--- src/rtl/pid_cfg_wr_master_pkg.sv ---
// Shared definitions for the config write master: frame word positions,
// the broadcast channel code and the FSM state encoding.
package pid_cfg_wr_master_pkg;

    localparam int FRM_ADDR = 0;
    localparam int FRM_CHAN = 1;
    localparam int FRM_D0   = 2;

    localparam logic [15:0] BCAST_CHAN = 16'hFFFF;

    typedef enum logic [1:0] {
        COLLECT = 2'd0,
        ISSUE   = 2'd1,
        BCAST   = 2'd2
    } state_t;

endpackage

--- src/rtl/pid_cfg_wr_master_host_word_shift.sv ---
// Assembles the data field of a write frame from host words, most-significant
// word first. The final data word is taken live from the input, so the full
// data field is available in the same cycle that the last word is accepted.
module host_word_shift #(
    parameter int W_HOST   = 16,
    parameter int N_DWORDS = 3
) (
    input  logic                         i_clk,
    input  logic                         i_rst,
    input  logic                         i_shift_en,
    input  logic [W_HOST-1:0]            i_word,
    output logic [N_DWORDS*W_HOST-1:0]   o_data_next
);

    localparam int W_DATA = N_DWORDS * W_HOST;

    generate
        if (N_DWORDS > 1) begin : g_shift
            logic [W_DATA-W_HOST-1:0] r_hist;
            logic [W_DATA-1:0]        w_next;

            assign w_next      = {r_hist, i_word};
            assign o_data_next = w_next;

            always_ff @(posedge i_clk or posedge i_rst) begin
                if (i_rst) begin
                    r_hist <= '0;
                end else if (i_shift_en) begin
                    r_hist <= w_next[W_DATA-W_HOST-1:0];
                end
            end
        end else begin : g_single
            assign o_data_next = i_word;
        end
    endgenerate

endmodule

--- src/rtl/pid_cfg_wr_master.sv ---
// Host-side initiator of the per-channel config write bus: collects frames of
// host words and issues single-cycle write strobes, optionally to all channels.
module pid_cfg_wr_master #(
    parameter int                   N_CHAN     = 8,
    parameter int                   W_HOST     = 16,
    parameter int                   W_WR_ADDR  = 16,
    parameter int                   W_WR_CHAN  = 16,
    parameter int                   W_WR_DATA  = 48,
    parameter logic [W_WR_CHAN-1:0] BCAST_CHAN = W_WR_CHAN'(pid_cfg_wr_master_pkg::BCAST_CHAN)
) (
    input  logic                  clk_in,
    input  logic                  rst_in,
    input  logic                  host_dv_in,
    input  logic [W_HOST-1:0]     host_word_in,
    input  logic                  host_sync_in,
    output logic                  host_rdy_out,
    output logic                  wr_en,
    output logic [W_WR_ADDR-1:0]  wr_addr,
    output logic [W_WR_CHAN-1:0]  wr_chan,
    output logic [W_WR_DATA-1:0]  wr_data,
    output logic                  busy_out,
    output logic [7:0]            err_cnt_out
);

    import pid_cfg_wr_master_pkg::*;

    localparam int N_DWORDS = W_WR_DATA / W_HOST;
    localparam int N_FRAME  = N_DWORDS + 2;
    localparam int W_IDX    = $clog2(N_FRAME);
    localparam int W_BCNT   = $clog2(N_CHAN) + 1;

    state_t                 r_state;
    logic [W_IDX-1:0]       r_idx;
    logic [W_WR_ADDR-1:0]   r_addr;
    logic [W_WR_CHAN-1:0]   r_chan;
    logic [W_BCNT-1:0]      r_bcnt;
    logic [7:0]             r_err;
    logic                   r_rdy;
    logic                   r_busy;
    logic                   r_wr_en;
    logic [W_WR_ADDR-1:0]   r_wr_addr;
    logic [W_WR_CHAN-1:0]   r_wr_chan;
    logic [W_WR_DATA-1:0]   r_wr_data;

    logic                   w_accept;
    logic                   w_last;
    logic                   w_shift_en;
    logic                   w_chan_ok;
    logic                   w_chan_bc;
    logic [7:0]             w_err_inc;
    logic [W_WR_DATA-1:0]   w_frame_data;

    // Sync outranks a word offered in the same cycle.
    assign w_accept   = (r_state == COLLECT) && host_dv_in && !host_sync_in;
    assign w_last     = (r_idx == W_IDX'(N_FRAME - 1));
    assign w_shift_en = w_accept && (r_idx >= W_IDX'(FRM_D0));
    assign w_chan_ok  = (r_chan < W_WR_CHAN'(N_CHAN));
    assign w_chan_bc  = (r_chan == BCAST_CHAN);
    assign w_err_inc  = (r_err == 8'hFF) ? r_err : r_err + 8'd1;

    host_word_shift #(
        .W_HOST   (W_HOST),
        .N_DWORDS (N_DWORDS)
    ) u_shift (
        .i_clk       (clk_in),
        .i_rst       (rst_in),
        .i_shift_en  (w_shift_en),
        .i_word      (host_word_in),
        .o_data_next (w_frame_data)
    );

    always_ff @(posedge clk_in or posedge rst_in) begin
        if (rst_in) begin
            r_state   <= COLLECT;
            r_idx     <= '0;
            r_addr    <= '0;
            r_chan    <= '0;
            r_bcnt    <= '0;
            r_err     <= '0;
            r_rdy     <= 1'b1;
            r_busy    <= 1'b0;
            r_wr_en   <= 1'b0;
            r_wr_addr <= '0;
            r_wr_chan <= '0;
            r_wr_data <= '0;
        end else begin
            r_wr_en <= 1'b0;
            case (r_state)
                COLLECT: begin
                    if (host_sync_in) begin
                        if (r_idx != '0) begin
                            r_idx <= '0;
                            r_err <= w_err_inc;
                        end
                    end else if (w_accept) begin
                        if (r_idx == W_IDX'(FRM_ADDR)) r_addr <= host_word_in[W_WR_ADDR-1:0];
                        if (r_idx == W_IDX'(FRM_CHAN)) r_chan <= host_word_in[W_WR_CHAN-1:0];
                        if (w_last) begin
                            r_idx <= '0;
                            if (w_chan_ok || w_chan_bc) begin
                                r_wr_en   <= 1'b1;
                                r_wr_addr <= r_addr;
                                r_wr_chan <= w_chan_ok ? r_chan : '0;
                                r_wr_data <= w_frame_data;
                                r_bcnt    <= '0;
                                r_state   <= w_chan_ok ? ISSUE : BCAST;
                                r_rdy     <= 1'b0;
                                r_busy    <= 1'b1;
                            end else begin
                                r_err <= w_err_inc;
                            end
                        end else begin
                            r_idx <= r_idx + W_IDX'(1);
                        end
                    end
                end
                ISSUE: begin
                    r_state <= COLLECT;
                    r_rdy   <= 1'b1;
                    r_busy  <= 1'b0;
                end
                BCAST: begin
                    // The strobe already on the bus completes; sync only stops the rest.
                    if (host_sync_in || (r_bcnt == W_BCNT'(N_CHAN - 1))) begin
                        r_state <= COLLECT;
                        r_rdy   <= 1'b1;
                        r_busy  <= 1'b0;
                    end else begin
                        r_bcnt    <= r_bcnt + W_BCNT'(1);
                        r_wr_en   <= 1'b1;
                        r_wr_chan <= W_WR_CHAN'(r_bcnt + W_BCNT'(1));
                    end
                end
                default: begin
                    r_state <= COLLECT;
                    r_idx   <= '0;
                    r_rdy   <= 1'b1;
                    r_busy  <= 1'b0;
                end
            endcase
        end
    end

    assign host_rdy_out = r_rdy;
    assign busy_out     = r_busy;
    assign err_cnt_out  = r_err;
    assign wr_en        = r_wr_en;
    assign wr_addr      = r_wr_addr;
    assign wr_chan      = r_wr_chan;
    assign wr_data      = r_wr_data;

endmodule

--- config.mk ---
export PLATFORM = sky130hd
export DESIGN_NAME = pid_cfg_wr_master
export DESIGN_NICKNAME = d
export VERILOG_FILES = /design/src/rtl/pid_cfg_wr_master_pkg.sv /design/src/rtl/pid_cfg_wr_master_host_word_shift.sv /design/src/rtl/pid_cfg_wr_master.sv
export SDC_FILE = /design/constraint.sdc
export NUM_CORES = 1
export LEC_CHECK = 0
export ABC_AREA = 1
export CORE_ASPECT_RATIO = 1.5
export CORE_MARGIN = 4
export CORE_UTILIZATION = 30
export CTS_CLUSTER_SIZE = 16
export DETAILED_ROUTE_END_ITERATION = 6
export DONT_BUFFER_PORTS = 1
export GPL_ROUTABILITY_DRIVEN = 0
export GPL_TIMING_DRIVEN = 0
export SKIP_CTS_REPAIR_TIMING = 1
export SYNTH_ARGS = -nofsm -noshare
export SYNTH_HDL_FRONTEND = slang
export SYNTH_SLANG_ARGS = --single-unit
--- constraint.sdc ---
create_clock -name clk_in -period 12.1 [get_ports clk_in]
set_clock_uncertainty 0.1 [all_clocks]
set_input_delay 2.42 -clock clk_in [delete_from_list [all_inputs] [get_ports clk_in]]
set_output_delay 2.42 -clock clk_in [all_outputs]
set_load 0.01 [all_outputs]
==> results of run 1 <==
==> final cells by class <==
type                            instances  area, um^2  share of cell area, %
Buffer                                 29         208                   2.65
Clock buffer                           17         425                   5.44
Clock inverter                         15         168                   2.14
Inverter                              101         387                   4.94
Multi-Input combinational cell        426        2160                   27.6
Sequential cell                       164        4110                   52.5
Tap cell                              276         345                   4.41
Timing Repair Buffer                    1        27.5                  0.352
==> layer usage <==
layer  track usage, %  share of wire, %  vias to the layer above
met5                0                 0                        -
met4             4.73               1.4                        0
met3             5.19               7.0                       12
met2             24.2                52                      107
met1             15.5                40                     2264
li1                 -                 -                     2316
==> flip-flops by register name (all words and copies together), names as in the netlist <==
name                    flops
busy_out                    1
err_cnt_out                 8
host_rdy_out                1
r_addr                     16
r_bcnt                      4
r_chan                     16
r_idx                       3
r_state                     2
u_shift.g_shift.r_hist     32
wr_addr                    16
wr_chan                    16
wr_data                    48
wr_en                       1
==> cell families after synthesis <==
kind of cell | count (synthesis) | synth area share (%)
DFF | 164 | 59.9
buffers and inverters | 130 | 8.56
adders and majority gates | 7 | 1.28
and+or+nand+nor | 266 | 16.1
AOI/OAI and AO/OA | 147 | 13.4
xor gates and xnor gates | 6 | 0.767
==> power by group through the flow <==
stage                     registers, mW  logic [mW]  clock network [mW]
after CTS                         0.774       0.340               0.549
after detailed placement          0.782       0.338                   0
after floorplan                   0.753       0.267                   0
after global routing              0.789       0.391               0.573
after global placement            0.782       0.328                   0
final                             0.772       0.332               0.535
==> synthesized netlist by cell type <==
master	instances
nand2_1	207
or2_4	1
a21oi_1	2
nand3_4	1
nand3_1	23
dfrtp_1	163
buf_4	2
nor3_1	5
o21ai_0	82
clkbuf_1	14
a22oi_2	1
xnor2_1	3
inv_1	101
nor2_4	2
dfstp_2	1
nand2_4	2
o21ai_2	46
ha_1	7
o211ai_1	1
nor2_1	18
nand2_2	2
nand3b_1	1
xor2_1	3
buf_2	1
o21ai_1	15
nand4_1	4
buf_6	12
==> stage by stage <==
stage / worst slack, ns / instance area [um^2] / util (%)
4_1_cts: 8.58 / 7830 / 35.0
3_5_place_dp: 8.15 / 7230 / 32.3
3_3_place_gp: 3.25 / 7200 / 32.2
6_report: 8.60 / 7830 / 35.0
5_1_grt: 8.50 / 7830 / 35.0
2_1_floorplan: 5.15 / 6850 / -
==> worst max-delay path by stage <==
stage                     slack, ns                          to          from  depth (start not counted)
after floorplan                5.15                    busy_out        rst_in                          1
after global placement         3.25                  wr_data[4]        rst_in                          1
after detailed placement       8.15  u_shift.g_shift.r_hist[31]  host_sync_in                          6
after CTS                      8.58                host_rdy_out  host_rdy_out                          0
after global routing           8.50   u_shift.g_shift.r_hist[7]  host_sync_in                          7
final                          8.60                host_rdy_out  host_rdy_out                          0
==> run_results.csv, run 1 <==
group,metric,value,unit
critical_path,worst-r2r-setup-slack,10.02,ns
drt,drt_iter0_drc,282,
drt,postRouteWirelength,16900,um
critical_path,critical_path_required,9.58,ns
power_and_ir_drop,power_switching_share,35.3,%
cts,cts-root-buf,"clkbuf_16",
cts,cts_buf_count,17,
critical_path,crit_path_end_kind,"output port",
power_and_ir_drop,net-switching-power,579,uW
cts,clkSlewWorstSetupHoldPaths,0.07,ns
global_routing,first_global_vias,4734,
synthesis,synth_area_leader_cell,"dfrtp_1",
die,initial_core_util,30.6,%
drt,route.antenna.remaining_nets,0,
drt,post-route-drc-count,0,
drt,vias_per_cell,4.57,
synthesis,synthDominantCellAreaShare,59.5,%
drt,number_of_vias_after_detailed_routing,4699,
cells_and_area,final_layout_size_suffix_gt1_share,13.9,%
synthesis,synth.yosys.seq_area_share,59.9,%
timing,share_of_the_clock_period_used_by_the_worst_path,29.0,%
critical_path,crit_path_start_kind,"register",
critical_path,crit_reg_reg_endpoint,"u_shift.g_shift.r_hist[31]",
power_and_ir_drop,power.share.combinational,20.3,%
cells_and_area,layout.cells.non_filler,1029,
critical_path,crit_path_class,"register to output port",
global_routing,grt_overflow_total,0,
outcome,status,"complete, no violations",
cts,tritoncts,"yes",
cts,worst_skew_pair.late_latency,0.43,ns
cells_and_area,layout_stage_area_growth_over_the_synthesis_result,14.2,%
critical_path,reg2reg_depth,7,
critical_path,regToRegStartpoint,"r_state[0]",
timing,layout_min_cycle_time,3.50,ns
placement,post-dp-hpwl,12400,um
power_and_ir_drop,pwr-share-seq,47.1,%
cts,clock_sink_count,164,
synthesis,synth_area,6850,um^2
die,core_region_area,22400,um^2
timing,timing.final.hold_violations,0,
critical_path,data_arrival_time_at_the_worst_slack_endpoint,0.98,ns
global_routing,pin_count_of_the_biggest_net_entering_global_routing,127,
timing,timing.slew.headroom,57.4,%
hold_path,timing.hold.worst.start,"u_shift.g_shift.r_hist[5]",
die,boundaryPins,111,
timing,totalNegativeSetupSlack,0,ns
cells_and_area,final_common_cell,"nand2_1",
placement,post-place-cells,997,
die,width_of_the_die,131,um
global_routing,grt_first_pass_wirelength,27000,um
hold_path,holdPathEnd,"u_shift.g_shift.r_hist[5]",
die,num_rows,67,
hold_path,holdPathStages,2,
cells_and_area,final_layout_fill_cell_count,2274,
synthesis,synth-seq-cells,164,
synthesis,synth_cell_types,27,
cts,cts_max_level,4,
power_and_ir_drop,totalPowerFinal,1.64,mW
power_and_ir_drop,static-leakage-power,3.87,nW
power_and_ir_drop,peakVddDrop,0.0929,mV
synthesis,mappedNetlistNets,747,
placement,io_buffers,0,
timing,timing_worst_slew_pin_value,0.639,ns
power_and_ir_drop,pwr-share-clk,32.6,%
cells_and_area,antenna_diode_count,0,
hold_path,hold_path_class,"register to register",
cells_and_area,final_net_count,767,
timing,timing_max_transition_violations_final,0,
cells_and_area,layout.cells.most_common_list,"nand2_1, dfrtp_1, inv_1",
synthesis,syn_area_per_cell,9.52,um^2
critical_path,critical_path_peak_fanout,2,
timing,fmax,285,MHz
synthesis,yosysWarningCount,0,
synthesis,ys_top_cells_by_area,"dfrtp_1, nand2_1, o21ai_0",
global_routing,grt_antenna_before_repair,0,
drt,drtPass1Iterations,4,
global_routing,track_usage,13.8,%
synthesis,synthCells,720,
power_and_ir_drop,power_density,209,nW/um^2
drt,route.detailed.wl_per_inst,16.4,um
flow_run,drv_cap,0,
cts,clk_path_buf_depth,2,
power_and_ir_drop,internal-power,1.06,mW
timing,rsz_0062_raised_after_global_routing,"false",
timing,final.hold.worst_slack,0.386,ns
timing,setup_violations,0,
die,floorplan.die_area,25400,um^2
die,die_height,193,um
Note: power is estimated with default switching activity, not from simulation.
==> inputs of run 2 (changes only) <==
Clock period 12.1 ns to 3.3 ns, I/O delays scaled along.
==> run 2 against run 1 <==
Compared with the run above:
- sequential power grew to 3.7 times the previous value
- global-route usage grew 0.34 points
- utilization grew 0.29 points
- final cell count grew 0.29%
- critical path type is now register to register
- non-clock buffer count grew 3
- clock power grew to 3.8 times the previous value
- final area grew 0.82%
- critical endpoint is now u_shift.g_shift.r_hist[0]
- sequential share of layout area shrank 0.42 points
==> run_results.csv, run 2 (synthesized netlist as in run 1, its figures left out) <==
group,metric,value,unit
critical_path,reg2reg_depth,8,
die,core_region_area,22400,um^2
drt,drtPass1Iterations,4,
power_and_ir_drop,power_density,774,nW/um^2
cells_and_area,seq_area,4110,um^2
cells_and_area,final_layout_fill_cell_count,2253,
global_routing,pin_count_of_the_biggest_net_entering_global_routing,42,
die,num_rows,67,
die,die_height,193,um
timing,layout_min_cycle_time,2.07,ns
placement,io_buffers,0,
power_and_ir_drop,peakVddDrop,0.345,mV
placement,placement.setup.worst_slack,1.13,ns
cells_and_area,antenna_diode_count,0,
global_routing,track_usage,14.1,%
critical_path,crit_path_cell_trace,"inv_1 > ha_1 > nand3_1 > inv_1 > o21ai_2 > clkbuf_1 > nand2_1 > o21ai_0",
placement,post-dp-hpwl,12600,um
critical_path,critical_path_required,3.53,ns
flow_run,drv_cap,0,
timing,share_of_the_clock_period_used_by_the_worst_path,62.7,%
die,boundaryPins,111,
power_and_ir_drop,pwr-share-seq,46.5,%
critical_path,cpMaxStageDelayCell,"clkbuf_1",
cells_and_area,layout.cells.non_filler,1032,
cts,cts_max_level,4,
drt,vias_per_cell,4.60,
timing,timing.slew.headroom,61.0,%
power_and_ir_drop,static-leakage-power,3.91,nW
cells_and_area,final_common_cell,"nand2_1",
critical_path,regToRegStartpoint,"r_state[0]",
critical_path,crit_reg_reg_endpoint,"u_shift.g_shift.r_hist[0]",
hold_path,hold_path_class,"primary input to asynchronous set/reset pin",
cells_and_area,layout.cells.most_common_list,"nand2_1, dfrtp_1, inv_1",
critical_path,crit_top_cell,"inv_1",
timing,timing.final.hold_violations,0,
outcome,status,"complete, no violations",
cts,cts_buf_count,17,
cts,worst_skew_pair.late_latency,0.43,ns
timing,fmax,483,MHz
critical_path,crit_path_start_kind,"register",
timing,timing_max_transition_violations_final,0,
timing,totalNegativeSetupSlack,0,ns
power_and_ir_drop,pwr-share-clk,33.5,%
drt,number_of_vias_after_detailed_routing,4751,
cts,clkSlewWorstSetupHoldPaths,0.07,ns
critical_path,critical_path_peak_fanout,10,
cts,tritoncts,"yes",
die,floorplan.die_area,25400,um^2
cells_and_area,largest_register_ffs,48,
cells_and_area,final_layout_size_suffix_gt1_share,14.3,%
cells_and_area,multi_input_area,2160,um^2
cells_and_area,layout_stage_area_growth_over_the_synthesis_result,15.1,%
critical_path,max_stage_delay,0.44,ns
global_routing,grt_overflow_total,0,
global_routing,first_global_vias,4792,
global_routing,grt_first_pass_wirelength,27700,um
cts,clk_path_buf_depth,2,
critical_path,data_arrival_time_at_the_worst_slack_endpoint,2.30,ns
drt,drt_iter0_drc,266,
die,width_of_the_die,131,um
timing,rsz_0062_raised_after_global_routing,"false",
drt,postRouteWirelength,17200,um
critical_path,crit_path_class,"register to register",
die,initial_core_util,30.6,%
drt,route.antenna.remaining_nets,0,
timing,post-route-worst-setup-slack,1.23,ns
power_and_ir_drop,net-switching-power,2.14,mW
placement,post-place-cells,1000,
cells_and_area,final_net_count,770,
drt,route.detailed.wl_per_inst,16.7,um
timing,timing_worst_slew_pin_value,0.585,ns
drt,post-route-drc-count,0,
global_routing,grt_antenna_before_repair,0,
critical_path,worst-r2r-setup-slack,1.23,ns
cts,cts-root-buf,"clkbuf_16",
cells_and_area,fin_util,35.2,%
timing,setup_violations,0,
power_and_ir_drop,power.share.combinational,20.0,%
cts,clock_sink_count,164,
critical_path,crit_path_end_kind,"register",
power_and_ir_drop,power_switching_share,35.0,%
power_and_ir_drop,internal-power,3.97,mW
## run 2: worst max-delay path: cells and delay by family (launching register included)
kind,cells,cell delay [ns]
compound gates,2,0.33
fa+ha+maj,1,0.23
buf+inv,3,0.66
flops,1,0.35
simple gates,2,0.29
## run 2: power groups by stage
stage               Clock (mW)  Combinational (mW)  Sequential (mW)
global route              2.17                1.44             2.90
finish                    2.05                1.22             2.84
CTS                       2.09                1.25             2.84
detailed placement           0                1.24             2.87
floorplan                    0               0.979             2.76
global placement             0                1.20             2.87
## run 2: how the worst max path moves through the flow
stage / from / end / slack [ns] / cells after the start
6_report: r_state[0] / u_shift.g_shift.r_hist[0] / 1.23 / 8
5_1_grt: r_state[0] / u_shift.g_shift.r_hist[5] / 0.99 / 8
4_1_cts: r_state[0] / u_shift.g_shift.r_hist[0] / 1.19 / 8
3_5_place_dp: host_sync_in / u_shift.g_shift.r_hist[31] / 1.13 / 6
3_3_place_gp: rst_in / wr_data[5] / -0.51 / 1
2_1_floorplan: rst_in / busy_out / 0.46 / 1
## run 2: stage by stage
| step | hold WS, ns | instance area, um^2 | total power [mW] |
|---|---|---|---|
| 3_5_place_dp | 0.373 | 7280 | 4.12 |
| 2_1_floorplan | 0.353 | 6860 | 3.74 |
| 5_1_grt | 0.0326 | 7890 | 6.52 |
| 6_report | 0.0136 | 7890 | 6.11 |
| 4_1_cts | 0.0115 | 7890 | 6.19 |
| 3_3_place_gp | 0.367 | 7200 | 4.07 |
## run 2: layer usage
metal | global-route usage [%] | routed length, um | vias up | part of all wire [%]
li1 | - | - | 2317 | -
met1 | 16.1 | 6910 | 2294 | 40
met2 | 25.1 | 8890 | 115 | 52
met3 | 3.95 | 1030 | 25 | 6.0
met4 | 5.86 | 361 | 0 | 2.1
met5 | 0 | 0 | - | 0
## run 2: final cells by class
class                           instances  area share (%)
Sequential cell                       164            52.0
Multi-Input combinational cell        426            27.4
Clock buffer                           17            5.39
Inverter                              101            4.85
Tap cell                              276            4.38
Buffer                                 29            2.63
Clock inverter                         15            2.32
Timing Repair Buffer                    4            1.02
